$ cat src/rtl/mem_stage_lsu.sv
// MEM-stage load/store unit: issues one data-memory request per access,
// stalls the pipeline until the ack, and returns load data right-aligned.
module mem_stage_lsu #(
    parameter int ADDR_W = 32
) (
    input  logic              clk,
    input  logic              reset,
    input  logic [ADDR_W-1:0] MEM_alu_out,
    input  logic [31:0]       MEM_rs2_data,
    input  logic [2:0]        MEM_funct3,
    input  logic              MEM_MemRead,
    input  logic              MEM_MemWrite,
    input  logic              im_stall,
    input  logic              CSR_stall,
    input  logic              CSR_reset,
    output logic              dm_req,
    output logic              dm_we,
    output logic [ADDR_W-1:0] dm_addr,
    output logic [3:0]        dm_wstrb,
    output logic [31:0]       dm_wdata,
    input  logic              dm_ack,
    input  logic [31:0]       dm_rdata,
    output logic [31:0]       MEM_data_memory,
    output logic              dm_stall,
    output logic              misalign_exc
);

    typedef enum logic [1:0] {
        ST_IDLE  = 2'd0,
        ST_BUSY  = 2'd1,
        ST_DONE  = 2'd2,
        ST_DRAIN = 2'd3
    } state_t;

    state_t            state_q;
    logic              dm_req_q;
    logic              dm_we_q;
    logic [ADDR_W-1:0] dm_addr_q;
    logic [3:0]        dm_wstrb_q;
    logic [31:0]       dm_wdata_q;
    logic [31:0]       ld_data_q;
    logic [2:0]        f3_q;
    logic [1:0]        off_q;

    logic              acc_s;
    logic              mis_s;
    logic              issue_s;
    logic [4:0]        shift_s;
    logic [31:0]       shifted_s;
    logic              dm_stall_s;

    function automatic logic f_misaligned(input logic [2:0] f3, input logic [1:0] off);
        f_misaligned = (((f3 == 3'd1) || (f3 == 3'd5)) && off[0]) ||
                       ((f3 == 3'd2) && (off != 2'b00));
    endfunction

    function automatic logic [3:0] f_strb(input logic we, input logic [2:0] f3, input logic [1:0] off);
        if (!we) begin
            f_strb = 4'b0000;
        end else begin
            case (f3)
                3'd0:    f_strb = 4'b0001 << off;
                3'd1:    f_strb = 4'b0011 << {off[1], 1'b0};
                3'd2:    f_strb = 4'b1111;
                default: f_strb = 4'b0000;
            endcase
        end
    endfunction

    function automatic logic [31:0] f_wdata(input logic we, input logic [2:0] f3, input logic [31:0] rs2);
        if (!we) begin
            f_wdata = 32'd0;
        end else begin
            case (f3)
                3'd0:    f_wdata = {4{rs2[7:0]}};
                3'd1:    f_wdata = {2{rs2[15:0]}};
                3'd2:    f_wdata = rs2;
                default: f_wdata = 32'd0;
            endcase
        end
    endfunction

    assign acc_s   = MEM_MemRead | MEM_MemWrite;
    assign mis_s   = f_misaligned(MEM_funct3, MEM_alu_out[1:0]);
    assign issue_s = acc_s & ~mis_s & ~CSR_reset;

    // Load alignment shift, taken from the access captured at issue time.
    always_comb begin
        shift_s = 5'd0;
        case (f3_q)
            3'd0, 3'd4: shift_s = {off_q, 3'b000};
            3'd1, 3'd5: shift_s = {off_q[1], 4'b0000};
            default:    shift_s = 5'd0;
        endcase
    end

    assign shifted_s = dm_rdata >> shift_s;

    // Pipeline hold: raised from the issue cycle until the ack has been taken.
    always_comb begin
        dm_stall_s = 1'b0;
        case (state_q)
            ST_IDLE:  dm_stall_s = acc_s & ~mis_s;
            ST_BUSY:  dm_stall_s = 1'b1;
            ST_DRAIN: dm_stall_s = 1'b1;
            ST_DONE:  dm_stall_s = 1'b0;
            default:  dm_stall_s = 1'b0;
        endcase
    end

    // Request FSM; a flush while busy still waits for the ack so the memory is never left mid-transfer.
    always_ff @(posedge clk) begin
        if (!reset) begin
            state_q    <= ST_IDLE;
            dm_req_q   <= 1'b0;
            dm_we_q    <= 1'b0;
            dm_addr_q  <= '0;
            dm_wstrb_q <= 4'b0000;
            dm_wdata_q <= 32'd0;
            ld_data_q  <= 32'd0;
            f3_q       <= 3'd0;
            off_q      <= 2'b00;
        end else begin
            case (state_q)
                ST_IDLE: begin
                    if (issue_s) begin
                        dm_req_q   <= 1'b1;
                        dm_we_q    <= MEM_MemWrite;
                        dm_addr_q  <= {MEM_alu_out[ADDR_W-1:2], 2'b00};
                        dm_wstrb_q <= f_strb(MEM_MemWrite, MEM_funct3, MEM_alu_out[1:0]);
                        dm_wdata_q <= f_wdata(MEM_MemWrite, MEM_funct3, MEM_rs2_data);
                        f3_q       <= MEM_funct3;
                        off_q      <= MEM_alu_out[1:0];
                        state_q    <= ST_BUSY;
                    end else begin
                        state_q <= ST_IDLE;
                    end
                end
                ST_BUSY: begin
                    if (dm_ack) begin
                        dm_req_q <= 1'b0;
                        if (CSR_reset) begin
                            state_q <= ST_IDLE;
                        end else begin
                            ld_data_q <= dm_we_q ? 32'd0 : shifted_s;
                            state_q   <= ST_DONE;
                        end
                    end else if (CSR_reset) begin
                        state_q <= ST_DRAIN;
                    end else begin
                        state_q <= ST_BUSY;
                    end
                end
                ST_DONE: begin
                    if (CSR_reset) begin
                        state_q <= ST_IDLE;
                    end else if (im_stall | CSR_stall) begin
                        state_q <= ST_DONE;
                    end else begin
                        state_q <= ST_IDLE;
                    end
                end
                ST_DRAIN: begin
                    if (dm_ack) begin
                        dm_req_q <= 1'b0;
                        state_q  <= ST_IDLE;
                    end else begin
                        state_q <= ST_DRAIN;
                    end
                end
                default: begin
                    dm_req_q <= 1'b0;
                    state_q  <= ST_IDLE;
                end
            endcase
        end
    end

    assign dm_req          = dm_req_q;
    assign dm_we           = dm_we_q;
    assign dm_addr         = dm_addr_q;
    assign dm_wstrb        = dm_wstrb_q;
    assign dm_wdata        = dm_wdata_q;
    assign MEM_data_memory = ld_data_q;
    assign dm_stall        = dm_stall_s;
    assign misalign_exc    = (state_q == ST_IDLE) & acc_s & mis_s;

endmodule

$ cat config.mk
export PLATFORM = sky130hd
export DESIGN_NAME = mem_stage_lsu
export DESIGN_NICKNAME = d
export VERILOG_FILES = /design/src/rtl/mem_stage_lsu.sv
export SDC_FILE = /design/constraint.sdc
export NUM_CORES = 1
export LEC_CHECK = 0
export CORE_MARGIN = 2
export CORE_UTILIZATION = 30
export DETAILED_ROUTE_END_ITERATION = 10
export GPL_ROUTABILITY_DRIVEN = 0
export PLACE_DENSITY = 0.61
export SYNTH_ARGS = -nofsm -noshare
export SYNTH_HDL_FRONTEND = slang
export SYNTH_SLANG_ARGS = --single-unit
$ cat constraint.sdc
create_clock -name clk -period 2 [get_ports clk]
set_input_delay 0.4 -clock clk [delete_from_list [all_inputs] [get_ports clk]]
set_output_delay 0.4 -clock clk [all_outputs]
set_load 0.02 [all_outputs]
==> run summary <==
Max-slew violation count -> 0
Die area -> 0.0166 mm2
Htree depth -> 3
Initial antenna violation count -> 0
Critical path buffers and inverters -> 3
Hold Slack -> 0.407 ns
Top-count cell post-synth -> dfxtp_1
Multi-input gate area in the final layout -> 0.00237 mm2
Fraction of registers with async set or reset after synthesis -> 0%
Fin nets -> 816
Vias per inst -> 4.95
Max Fclk -> 0.515 GHz
RSZ-0062 raised after global routing -> false
Yosys warns -> 0
Least-Margin Pin Slew -> 0.603 ns
Peak supply drop -> 0.000372 V
Starting density of the core -> 30.8%
Post-synth EDFFs -> 0
Die H -> 129 um
Max stage delay on crit path -> 0.34 ns
Yosys top cell by area -> dfxtp_1
CP max stage cell -> a2111oi_4
Antenna Cells -> 0
Core Rows -> 45
DR DRC count -> 0
Minimum clock period -> 1.94 ns
Drt wl/cell -> 16.6 um
CTS buffer count -> 9
Grt total ovfl -> 0
Largest cells by area after synthesis -> dfxtp_1 (45%), mux2i_1 (15%), a22o_1 (6.7%)
Setup slack after layout -> 0.0587 ns
Arrival time at the worst endpoint -> 1.54 ns
Yosys reg bits -> 106
Leakage -> 0.00295 uW
Seq/Total Area, Yosys -> 45.3%
Post-Place Worst Slack -> -0.752 ns
Skew-Pair Late Insertion Delay -> 0.35 ns
CP cell instances -> clkdlybuf4s15_1 > nor4bb_4 > buf_4 > a2111oi_4 > or2_4 > buf_6
Io pins -> 211
Hpwl dp -> 11500 um
Vias -> 4459
Largest net degree at the start of global routing -> 67
Total track usage -> 17.8%
Mapped Cells -> 484
Slew HR -> 59.8%
Cts hold-fix bufs -> 0
Number of global-route vias before repair -> 4405
Final ANT Viol Nets -> 0
Clk slew on worst S/H paths -> 0.07 ns
Worst-path maximum fanout -> 2
Input/output buffers -> 208
Root Driver -> clkbuf_16
DR iter-0 viols -> 169
CTS tree -> built
Register area -> 0.00212 mm2
Crit path max-delay family -> buffers and inverters
DRT Pass-1 Iters -> 5
Clock sink count -> 106
Share of layout cells above drive strength 1 -> 11.4%
# setup viols final -> 0
Final worst-path cycle share -> 97.1%
Synth cell count leaders -> dfxtp_1 (106), nand2_1 (77), mux2i_1 (70)
Syn avg cell area -> 9.68 um2
Final Skew -> 0.00901 ns
Pwr/cell area -> 684 mW/mm2
DIE WIDTH -> 129 um
Critical path class -> input pin to output pin
Setup crit start kind -> input pin
Post-synth cell types -> 38
Longest Clk Path Bufs -> 2
Status -> completed
Synth Flop Type -> dfxtp_1
Fillers -> 1415
Final Hold Viols -> 0
Synthesis-to-finish area growth -> 60.9%
Synthesized cell area -> 0.00468 mm2
Max-cap violations -> 0
Core area -> 0.0152 mm2
Hold crit path type -> input pin to register
Worst Setup End Kind -> output pin
Crit path required time -> 1.60 ns
First-pass GRT wire length -> 23000 um
Post-synth top area share -> 45.3%
Routed WL -> 15000 um
cell families after synthesis:
group	after synthesis	share of synthesized area (%)
fa+ha+maj	1	0.267
compound gates	123	20.3
mux	70	15.0
buf+inv	46	5.02
flops	106	45.3
other cells	1	0.0801
simple gates	137	14.1
worst paths after layout:
| path | from | slack, ns | depth (start not counted) | endpoint |
|---|---|---|---|---|
| min reg2reg | dm_addr[10] | 0.46 | 2 | dm_addr[10] |
| min | reset | 0.41 | 3 | off_q[0] |
| max reg2reg | state_q[1] | 0.25 | 7 | dm_addr[14] |
| max | MEM_alu_out[1] | 0.06 | 6 | dm_stall |
state kept, by name (all words and copies together) (netlist names):
| signal | flops |
|---|---|
| MEM_data_memory | 32 |
| dm_wdata | 32 |
| dm_addr | 30 |
| dm_wstrb | 4 |
| f3_q | 2 |
| off_q | 2 |
| state_q | 2 |
| dm_req | 1 |
| dm_we | 1 |
placed cells by master (no fill, tap or decap), types with 9 or more instances in the layout:
master / count
clkdlybuf4s50_1: 199
dfxtp_1: 106
nand2_1: 77
mux2i_1: 70
buf_4: 42
a22o_1: 36
o21ai_0: 21
a21oi_1: 20
nor2_1: 19
o2bb2ai_1: 17
nor2b_1: 11
clkbuf_16: 9
layout make-up:
class	count	area share [%]
Clock inverter	4	0.648
Clock buffer	12	3.40
Inverter	3	0.149
Sequential cell	106	28.2
Multi-Input combinational cell	333	31.5
Tap cell	188	3.12
Timing Repair Buffer	255	33.0
metal layers:
metal	track usage, %	share of wire, %
met4	6.97	2.2
met3	4.24	6.2
met5	0	0
met1	22.5	44
met2	29.2	48
through the flow:
step	area (um2)	power, uW	std cells	setup TNS [ns]	util, %
floorplan	4690	2800	485	0	-
detailed placement	7170	3340	882	-33.63	47.1
CTS	7540	5220	901	0	49.6
global route	7530	5390	901	0	49.6
finish	7530	5150	901	0	49.6
global placement	7170	3320	882	-29.28	47.1
worst min-delay path, stage by stage:
cell	delay [ns]
buf_2	0.17
nand2_1	0.09
mux2i_1	0.05
where the power goes:
group / switching [uW] / total, uW / internal, uW
Combinational: 498 / 1080 / 577
Sequential: 50.9 / 2240 / 2190
Clock: 791 / 1830 / 1040
Total: 1340 / 5150 / 3810
timing repair:
action / CTS / global route
cloned: 1 / 0
endpoints found under the setup margin: 34 / 2
resized for setup: 27 / 10
setup buffers: 2 / 0
pin swaps: 4 / 4
Note: power is estimated with default switching activity, not from simulation.
